$ cat src/rtl/cordic_vec_ctrl.sv
// cordic_vec_ctrl
//   Iterative vectoring-mode CORDIC sequencer with quadrant pre-reflection.
//   Takes one signed (x,y) sample at a time. Samples with x<0 are reflected
//   through the origin and gain pi in the angle. The block then runs N
//   shift-add micro-rotations and presents the magnitude (CORDIC gain still
//   applied) and the angle.
//
// Ports
//   clk        clock, rising edge
//   rst        synchronous reset, active-high
//   in_valid   x_in/y_in valid
//   in_ready   sample can be accepted (IDLE only)
//   x_in,y_in  signed B-bit sample
//   out_valid  mag_out/angle_out/reflected valid, held until out_ready
//   out_ready  consumer takes the result
//   mag_out    unsigned magnitude * K, B+2 bits
//   angle_out  signed angle, 2^(W-1) LSB = pi, wraps modulo 2^W
//   reflected  sample had x_in<0
//   busy       controller not in IDLE
//
// state | meaning
// ------+---------------------------------------------------------
// IDLE  | waiting for a sample, in_ready=1
// ITER  | one micro-rotation per edge, i = 0..N-1
// DONE  | result presented with out_valid=1 until out_ready

module cordic_vec_ctrl #(
  parameter int B = 14,
  parameter int N = 12,
  parameter int W = 16
) (
  input  logic                clk,
  input  logic                rst,
  input  logic                in_valid,
  output logic                in_ready,
  input  logic signed [B-1:0] x_in,
  input  logic signed [B-1:0] y_in,
  output logic                out_valid,
  input  logic                out_ready,
  output logic [B+1:0]        mag_out,
  output logic signed [W-1:0] angle_out,
  output logic                reflected,
  output logic                busy
);

  // Two guard bits: one for negating -2^(B-1), one for the CORDIC gain.
  localparam int XW = B + 2;
  localparam int CW = (N > 1) ? $clog2(N) : 1;
  localparam logic [CW-1:0] LAST = CW'(N - 1);
  localparam logic [W-1:0] Z_PI = {1'b1, {(W-1){1'b0}}};

  // pi in Q60 fixed point, used to scale atan() into angle LSBs.
  localparam logic [127:0] PI_Q60 = 128'h3243F6A8885A308D;

  // round(atan(2^-i) * 2^(W-1) / pi). For i>=1 the Taylor series of atan
  // converges quickly (x <= 1/2) and every term is a power of two divided by
  // an odd integer, so the whole table is integer-only at elaboration.
  function automatic logic [W-1:0] atan_lsb(input int i);
    logic [127:0] acc;
    logic [127:0] term;
    logic [127:0] scaled;
    int p;
    if (i == 0) begin
      atan_lsb = W'(128'd1 << (W - 3));
    end else begin
      acc = '0;
      for (int k = 0; k < 32; k++) begin
        p = i * (2 * k + 1);
        if (p <= 60) begin
          term = (128'd1 << (60 - p)) / 128'(2 * k + 1);
          if (k % 2 == 0) acc = acc + term;
          else            acc = acc - term;
        end
      end
      scaled   = (acc << (W - 1)) + (PI_Q60 >> 1);
      atan_lsb = W'(scaled / PI_Q60);
    end
  endfunction

  logic [W-1:0] atan_tab [N];

  for (genvar g = 0; g < N; g++) begin : g_atan
    localparam logic [W-1:0] ATAN_G = atan_lsb(g);
    assign atan_tab[g] = ATAN_G;
  end

  typedef enum logic [1:0] {IDLE, ITER, DONE} state_t;

  state_t               state;
  logic signed [XW-1:0] x;
  logic signed [XW-1:0] y;
  logic [W-1:0]         z;
  logic [CW-1:0]        iter;
  logic signed [XW-1:0] x_ext;
  logic signed [XW-1:0] y_ext;

  assign x_ext     = {{2{x_in[B-1]}}, x_in};
  assign y_ext     = {{2{y_in[B-1]}}, y_in};
  assign mag_out   = $unsigned(x);
  assign angle_out = z;

  always_ff @(posedge clk) begin
    if (rst) begin
      state     <= IDLE;
      in_ready  <= 1'b1;
      out_valid <= 1'b0;
      reflected <= 1'b0;
      busy      <= 1'b0;
      x         <= '0;
      y         <= '0;
      z         <= '0;
      iter      <= '0;
    end else begin
      case (state)
        IDLE: begin
          if (in_valid && in_ready) begin
            if (x_ext[XW-1]) begin
              x         <= -x_ext;
              y         <= -y_ext;
              z         <= Z_PI;
              reflected <= 1'b1;
            end else begin
              x         <= x_ext;
              y         <= y_ext;
              z         <= '0;
              reflected <= 1'b0;
            end
            iter     <= '0;
            in_ready <= 1'b0;
            busy     <= 1'b1;
            state    <= ITER;
          end
        end

        ITER: begin
          // Drive y toward zero; the sign of y picks the rotation direction.
          if (!y[XW-1]) begin
            x <= x + (y >>> iter);
            y <= y - (x >>> iter);
            z <= z + atan_tab[iter];
          end else begin
            x <= x - (y >>> iter);
            y <= y + (x >>> iter);
            z <= z - atan_tab[iter];
          end
          if (iter == LAST) begin
            out_valid <= 1'b1;
            state     <= DONE;
          end else begin
            iter <= iter + CW'(1);
          end
        end

        DONE: begin
          if (out_valid && out_ready) begin
            out_valid <= 1'b0;
            in_ready  <= 1'b1;
            busy      <= 1'b0;
            state     <= IDLE;
          end
        end

        default: state <= IDLE;
      endcase
    end
  end

endmodule
$ cat config.mk
export PLATFORM = sky130hd
export DESIGN_NAME = cordic_vec_ctrl
export DESIGN_NICKNAME = d
export VERILOG_FILES = /design/src/rtl/cordic_vec_ctrl.sv
export SDC_FILE = /design/constraint.sdc
export NUM_CORES = 1
export LEC_CHECK = 0
export ABC_CLOCK_PERIOD_IN_PS = 4900
export BUFFER_PORTS_ARGS = -buffer_cell sky130_fd_sc_hd__buf_2
export CELL_PAD_IN_SITES_DETAIL_PLACEMENT = 0
export CELL_PAD_IN_SITES_GLOBAL_PLACEMENT = 1
export CORE_ASPECT_RATIO = 1.5
export CORE_UTILIZATION = 42
export CTS_BUF_LIST = sky130_fd_sc_hd__clkbuf_4
export DETAILED_ROUTE_END_ITERATION = 16
export MAX_ROUTING_LAYER = met4
export PLACE_DENSITY = 0.86
export RECOVER_POWER = 100
export SLEW_MARGIN = 25
export SYNTH_ARGS = -nofsm -noshare
export SYNTH_HDL_FRONTEND = slang
export SYNTH_SLANG_ARGS = --single-unit
$ cat constraint.sdc
create_clock -name clk -period 4.9 [get_ports clk]
set_clock_uncertainty 0.2 [all_clocks]
set_input_delay 1.225 -clock clk [delete_from_list [all_inputs] [get_ports clk]]
set_output_delay 1.225 -clock clk [all_outputs]
set_load 0.005 [all_outputs]
==> results of run 1 <==
cell families (layout without fill, tap and decap cells):
| kind of cell | after synthesis | count (layout) | share of synthesized area (%) |
|---|---|---|---|
| compound gates | 313 | 313 | 26.0 |
| flops | 58 | 58 | 15.0 |
| other cells | 0 | 1 | 0 |
| simple gates | 361 | 361 | 21.9 |
| buf+inv | 97 | 202 | 5.35 |
| mux | 54 | 54 | 11.1 |
| xor+xnor | 89 | 89 | 10.0 |
| fa+ha+maj | 64 | 64 | 10.6 |
worst register-to-register path: cells and delay by family, from the launching register on:
kind / cells / cell delay [ns]
AO/OA/AOI/OAI: 11 / 2.06
multiplexers: 2 / 0.60
adder cells (fa/ha/maj): 2 / 0.58
XOR/XNOR: 2 / 0.44
flip-flops: 1 / 0.43
AND/OR/NAND/NOR: 1 / 0.26
Yosys cell counts, types with 7 or more instances:
cell type / count
nor2_1: 135
a21oi_1: 95
nand2_1: 93
ha_1: 61
dfxtp_1: 58
o21ai_0: 57
xor2_1: 45
xnor2_1: 44
clkbuf_1: 41
a211oi_1: 34
inv_1: 30
nor3_1: 28
nand3_1: 26
mux2i_1: 24
mux4_2: 22
nand2b_1: 17
a31oi_1: 16
nor2b_1: 13
o21a_1: 13
a21o_1: 12
or3_1: 11
buf_1: 10
o31ai_1: 10
a22oi_1: 7
and3_1: 7
registers in the layout (all words and copies together) (netlist names):
signal / cells
out_valid: 1
y: 16
mag_out: 16
in_ready: 1
iter: 4
state: 2
busy: 1
reflected: 1
angle_out: 16
routing by layer:
metal	GRT usage (%)	up-vias	part of all wire, %
li1	-	3989	-
met1	29.4	3842	38
met2	49.2	337	51
met4	17.6	0	6.0
met5	-	-	0
met3	3.29	97	5.1
final cells by class:
cell class	count	area, um2
repair buffers	154	948
well taps	217	272
fillers	1881	9040
inverters	33	128
clock inverters	6	82.6
flip-flops and latches	58	1170
multi-input cells	881	6310
diodes	1	2.50
clock buffers	9	67.6
per-stage QoR:
step	setup slack (ns)	utilization, %	total power, mW
2_1_floorplan	0.00164	-	3.24
3_3_place_gp	0.0399	48.3	4.20
3_5_place_dp	-0.0389	48.3	4.22
4_1_cts	0.0591	49.2	4.66
5_1_grt	-0.0478	49.8	5.20
6_report	0.217	49.8	4.79
report_power, final:
| part | switching (mW) | internal, mW |
|---|---|---|
| logic | 2.02 | 1.62 |
| clock network | 0.220 | 0.202 |
| registers | 0.156 | 0.576 |
worst paths after layout:
check                from    end  slack [ns]  cells past startpoint
setup reg to reg  iter[0]  y[15]        0.22                     18
hold reg to reg      busy   busy        0.28                      1
setup / recovery  iter[0]  y[15]        0.22                     18
hold / removal       busy   busy        0.28                      1
what timing repair did:
action                                  in CTS  in global routing
gates cloned                                 0                  0
endpoints found under the setup margin       3                  8
setup buffers                                0                 10
gates resized for setup                      3                 28
endpoints found under the hold margin        0                  0
pin swaps                                    0                  9
==> metrics.yaml, run 1 <==
outcome:
  status: "finished with violations"
  violations: "capacitance limit, slew limit"
finish:
  design_area_um2: 8980
  layout.nets: 1233
  drive_gt1_share_pct: 18.9
  finalNonFillerCells: 1359
  synthToLayoutAreaGrowth_pct: 15.8
  final_common_cell: "nor2_1"
  final_cell_mix: "134 x nor2_1, 94 x a21oi_1, 93 x nand2_1, 67 x buf_4, 58 x ha_1"
routing:
  wl_per_cell_um: 18.8
  dr.pass1.iters: 5
  ant_nets: 0
  via_per_inst: 6.08
  wl_mm: 25.6
  dr_total_vias: 8265
  dr.first_iter.drc_count: 556
  drc: 0
worst_setup_path:
  worstPathCellList: "mux2_1 > mux2i_2 > a21oi_1 > a222oi_1 > ha_2 > o2111ai_1 > o41ai_2 > o21ai_1 > xor2_1 > ha_1 > and4_1 > a21o_1 > a31oi_4 > o21ai_1 > a21o_1 > a21oi_1 > xor2_1 > a211oi_2"
  arrival_ns: 4.80
  crit_required_ns: 5.02
  crit_type: "register to register"
  cp-end-kind: "register"
  cp_slowest_cell: "a222oi_1"
  cp_max_fo: 8
  startpoint_type: "register"
  crit_family: "compound AO/OA/AOI/OAI gates"
  path_buf_inv: 0
  cpPeakStageDelay_ns: 0.44
grt:
  grt_overflow: 0
  grt_pass1_wl_mm: 40.4
  grt_antenna_before_repair: 1
  grt_max_degree: 61
  grt_pass1_vias: 7862
  grtUsageTotal_pct: 27.9
synth:
  synth-warning-count: 0
  ys_types: 78
  yosysTopAreaCell: "dfxtp_1"
  async_reset_ff_share_pct: 0
  syn_avg_cell_area_um2: 7.49
  synth_top_flop_cell: "dfxtp_1"
  yosys-top-cells-area: "dfxtp_1 15%, ha_1 9.8%, nor2_1 6.5%, mux4_2 6.4%, a21oi_1 6.1%"
  yosysTopAreaCellShare_pct: 15.0
  syn_area_um2: 7760
  synth_seq_cells: 58
  synth_cells: 1036
  synth_edf_count: 0
  seq_area_frac_synth_pct: 15.0
  syn-num-nets: 1132
floorplanning:
  die_y_um: 168
  die_w_um: 113
  start_util_pct: 43.1
  io_pins: 68
  coreArea_um2: 18000
  num_rows: 60
  die_area_um2: 19000
timing:
  final-setup-viol-count: 0
  finalCritPeriodShare_pct: 95.6
  slew_viol_final: 45
  finalCriticalPeriod_ns: 4.68
  fmax_ghz: 0.214
  worst_pin_slew_ns: 2.81
  slew_headroom_pct: -87.2
  fin_hold_ws_ns: 0.277
  setup-tns-final_ns: 0
  finalHoldViolCount: 0
place:
  placed_cells: 1333
  dp_hpwl_mm: 19.6
  gp_congestion: 0.972
  io_buffers: 67
  dpl-instance-area_um2: 8700
pwr:
  ir_drop_mv: 0.337
  pwr_density_cell_nw_per_um2: 533
  p_leak_nw: 3.71
clock_tree:
  root_buffer: "clkbuf_4"
  clk_pin_slew_worst_paths_ns: 0.13
  cts_sinks: 58
  hold_buffers: 0
  cts_buffer_depth: 2
  cts_tree: "yes"
  htree_levels: 3
  cts_buffers: 9
  clock_latency_ns: 0.45
hold_path:
  min_path_type: "register to register"
run:
  drv_cap: 1
(Power assumes the default switching activity.)
==> run 2, diff against run 1 <==
CTS_BUF_LIST = sky130_fd_sc_hd__clkbuf_8   (was sky130_fd_sc_hd__clkbuf_4)
SKIP_CTS_REPAIR_TIMING = 1   (was not set)
==> run 2 against run 1 <==
Against the previous run:
- the run still ends with capacitance limit, slew limit left
- sequential share of layout area decreased by 0.13 points
- register-to-register slack got worse by 0.07 ns
- via count decreased by 0.34%
- clock power increased by 25%
- total power increased by 3.1%
- wire length increased by 0.20%
- hold slack got worse by 0.011 ns
- critical endpoint is now mag_out[15]
- highest routed layer unchanged
==> metrics.yaml, run 2 (synthesis results as in run 1) <==
routing:
  ant_nets: 0  # unchanged
  dr.first_iter.drc_count: 570  # +2.5%
  wl_met3_mm: 1.17  # -11%
  dr.pass1.iters: 5  # unchanged
  wl_per_cell_um: 18.9  # +0.27%
  wl_met2_mm: 13.2  # +0.83%
  dr_total_vias: 8237  # -0.34%
  top_layer: "met4"
  via_per_inst: 6.07  # -0.27%
  wl_mm: 25.6  # +0.20%
  drc: 0  # unchanged
  met1Wirelength_mm: 9.84  # +2.0%
hold_path:
  holdPathEnd: "busy"
  hold_depth: 1  # unchanged
  min_path_type: "register to register"
  hold_start: "busy"
worst_setup_path:
  rr_endpoint: "mag_out[15]"
  r2r_setup_slack_ns: 0.15  # -0.07 ns
  startpoint_type: "register"
  worstRegToRegCells: 18  # unchanged
  arrival_ns: 4.84  # +0.04 ns
  crit_required_ns: 5.00  # -0.02 ns
  rr_startpoint: "iter[0]"
  cp_max_fo: 7  # -1
  crit_type: "register to register"
  cp-end-kind: "register"
pwr:
  ir_drop_mv: 0.352  # +4.6%
  p_leak_nw: 3.78  # +1.9%
  p_clk_share_pct: 10.7  # +1.9 points
  p_switching_mw: 2.41  # +0.83%
  internal-power_mw: 2.52  # +5.3%
  seq_power_share_pct: 14.8  # -0.5 points
  pwr-share-comb_pct: 74.5  # -1.4 points
  pwr_density_cell_nw_per_um2: 544  # +2.1%
  switching_share_pct: 48.9  # -1.1 points
finish:
  fillers: 1863  # -0.96%
  synthToLayoutAreaGrowth_pct: 16.9
  design_area_um2: 9070  # +0.98%
  drive_gt1_share_pct: 19.8  # +0.88 points
  final_common_cell: "nor2_1"
  final_cell_mix: "134 x nor2_1, 94 x a21oi_1, 93 x nand2_1, 75 x buf_4"
  finalNonFillerCells: 1358  # -0.074%
  antennaDiodeCount: 0  # -1
  layout.nets: 1233  # unchanged
grt:
  grt_overflow: 0  # unchanged
  grt_antenna_before_repair: 0  # -1
  grtUsageTotal_pct: 27.9  # +0.057 points
  grt_pass1_wl_mm: 40.6  # +0.53%
  grt_max_degree: 61  # unchanged
  grt_pass1_vias: 7855  # -0.089%
floorplanning:
  start_util_pct: 43.1  # unchanged
  coreArea_um2: 18000  # unchanged
  die_area_um2: 19000  # unchanged
  io_pins: 68  # unchanged
  num_rows: 60  # unchanged
  die_w_um: 113  # unchanged
  die_y_um: 168  # unchanged
clock_tree:
  cts_tree: "yes"
  clk_pin_slew_worst_paths_ns: 0.08  # -0.05 ns
  root_buffer: "clkbuf_8"
  clock_latency_ns: 0.36  # -0.09 ns
  cts_buffer_depth: 2  # unchanged
  htree_levels: 3  # unchanged
  cts_buffers: 9  # unchanged
  cts_sinks: 58  # unchanged
timing:
  finalCriticalPeriod_ns: 4.75  # +0.0652 ns
  slew_viol_final: 45  # unchanged
  slew_headroom_pct: -88.2  # -1.0 points
  rsz0062_at_grt: "true"
  final-setup-viol-count: 0  # unchanged
  worst_pin_slew_ns: 2.82  # +0.0151 ns
  finalCritPeriodShare_pct: 96.9  # +1.3 points
  fmax_ghz: 0.211  # -1.4%
  finalHoldViolCount: 0  # unchanged
place:
  gp_congestion: 0.972  # unchanged
  io_buffers: 67  # unchanged
  placed_cells: 1333  # unchanged
  dp_hpwl_mm: 19.6  # unchanged
  dpl-instance-area_um2: 8700  # unchanged
outcome:
  violations: "capacitance limit, slew limit"
  status: "finished with violations"
run:
  drv_cap: 1  # unchanged
## run 2: power groups by stage
stage	registers, mW	logic, mW	clock network, mW
after floorplan	0.706	2.54	0
after global placement	0.733	3.47	0
after detailed placement	0.737	3.48	0
after CTS	0.727	3.51	0.530
after global routing	0.738	4.05	0.557
final	0.733	3.68	0.529
## run 2: final cells by class
| type | instances | area (um2) | area share [%] |
|---|---|---|---|
| clock buffers | 10 | 138 | 1.52 |
| repair buffers | 154 | 983 | 10.8 |
| well taps | 217 | 272 | 2.99 |
| inverters | 33 | 128 | 1.41 |
| clock inverters | 5 | 78.8 | 0.869 |
| flip-flops and latches | 58 | 1170 | 12.9 |
| multi-input cells | 881 | 6300 | 69.5 |
## run 2: critical path: stages (launching register included)
cell and delay (ns):
dfxtp_4 0.41, clkbuf_2 0.20, buf_4 0.14, mux4_2 0.49, mux4_2 0.53, nor4_4 0.28, buf_4 0.18, a21oi_1 0.07
xnor2_1 0.21, ha_2 0.37, nand4_1 0.09, nand2_1 0.07, a41oi_2 0.20, a31oi_1 0.15, a41o_1 0.29, o41ai_2 0.23
xor2_1 0.12, or3_1 0.32, a31oi_1 0.13
## run 2: per-layer routing
layer  vias up  global-route usage, %
met5         -                      -
met4         0                   14.5
met3        97                   3.58
met2       296                   50.3
met1      3861                   29.6
li1       3983                      -
## run 2: how the worst max path moves through the flow
stage,start,end
after global placement,iter[1],y[15]
after floorplan,iter[0],y[15]
after global routing,iter[0],mag_out[15]
final,iter[0],mag_out[15]
after detailed placement,iter[1],mag_out[15]
after CTS,iter[1],y[15]
## run 2: stage by stage
| stage | setup slack, ns | setup TNS [ns] | util (%) | total power [mW] | hold WS, ns |
|---|---|---|---|---|---|
| 6_report | 0.152 | 0 | 50.3 | 4.94 | 0.266 |
| 5_1_grt | -0.0900 | -0.0964 | 50.3 | 5.34 | 0.310 |
| 4_1_cts | -0.0633 | -0.136 | 49.5 | 4.76 | 0.271 |
| 3_5_place_dp | -0.0389 | -0.0565 | 48.3 | 4.22 | 0.252 |
| 3_3_place_gp | 0.0399 | 0 | 48.3 | 4.20 | 0.248 |
| 2_1_floorplan | 0.00164 | 0 | - | 3.24 | 0.264 |
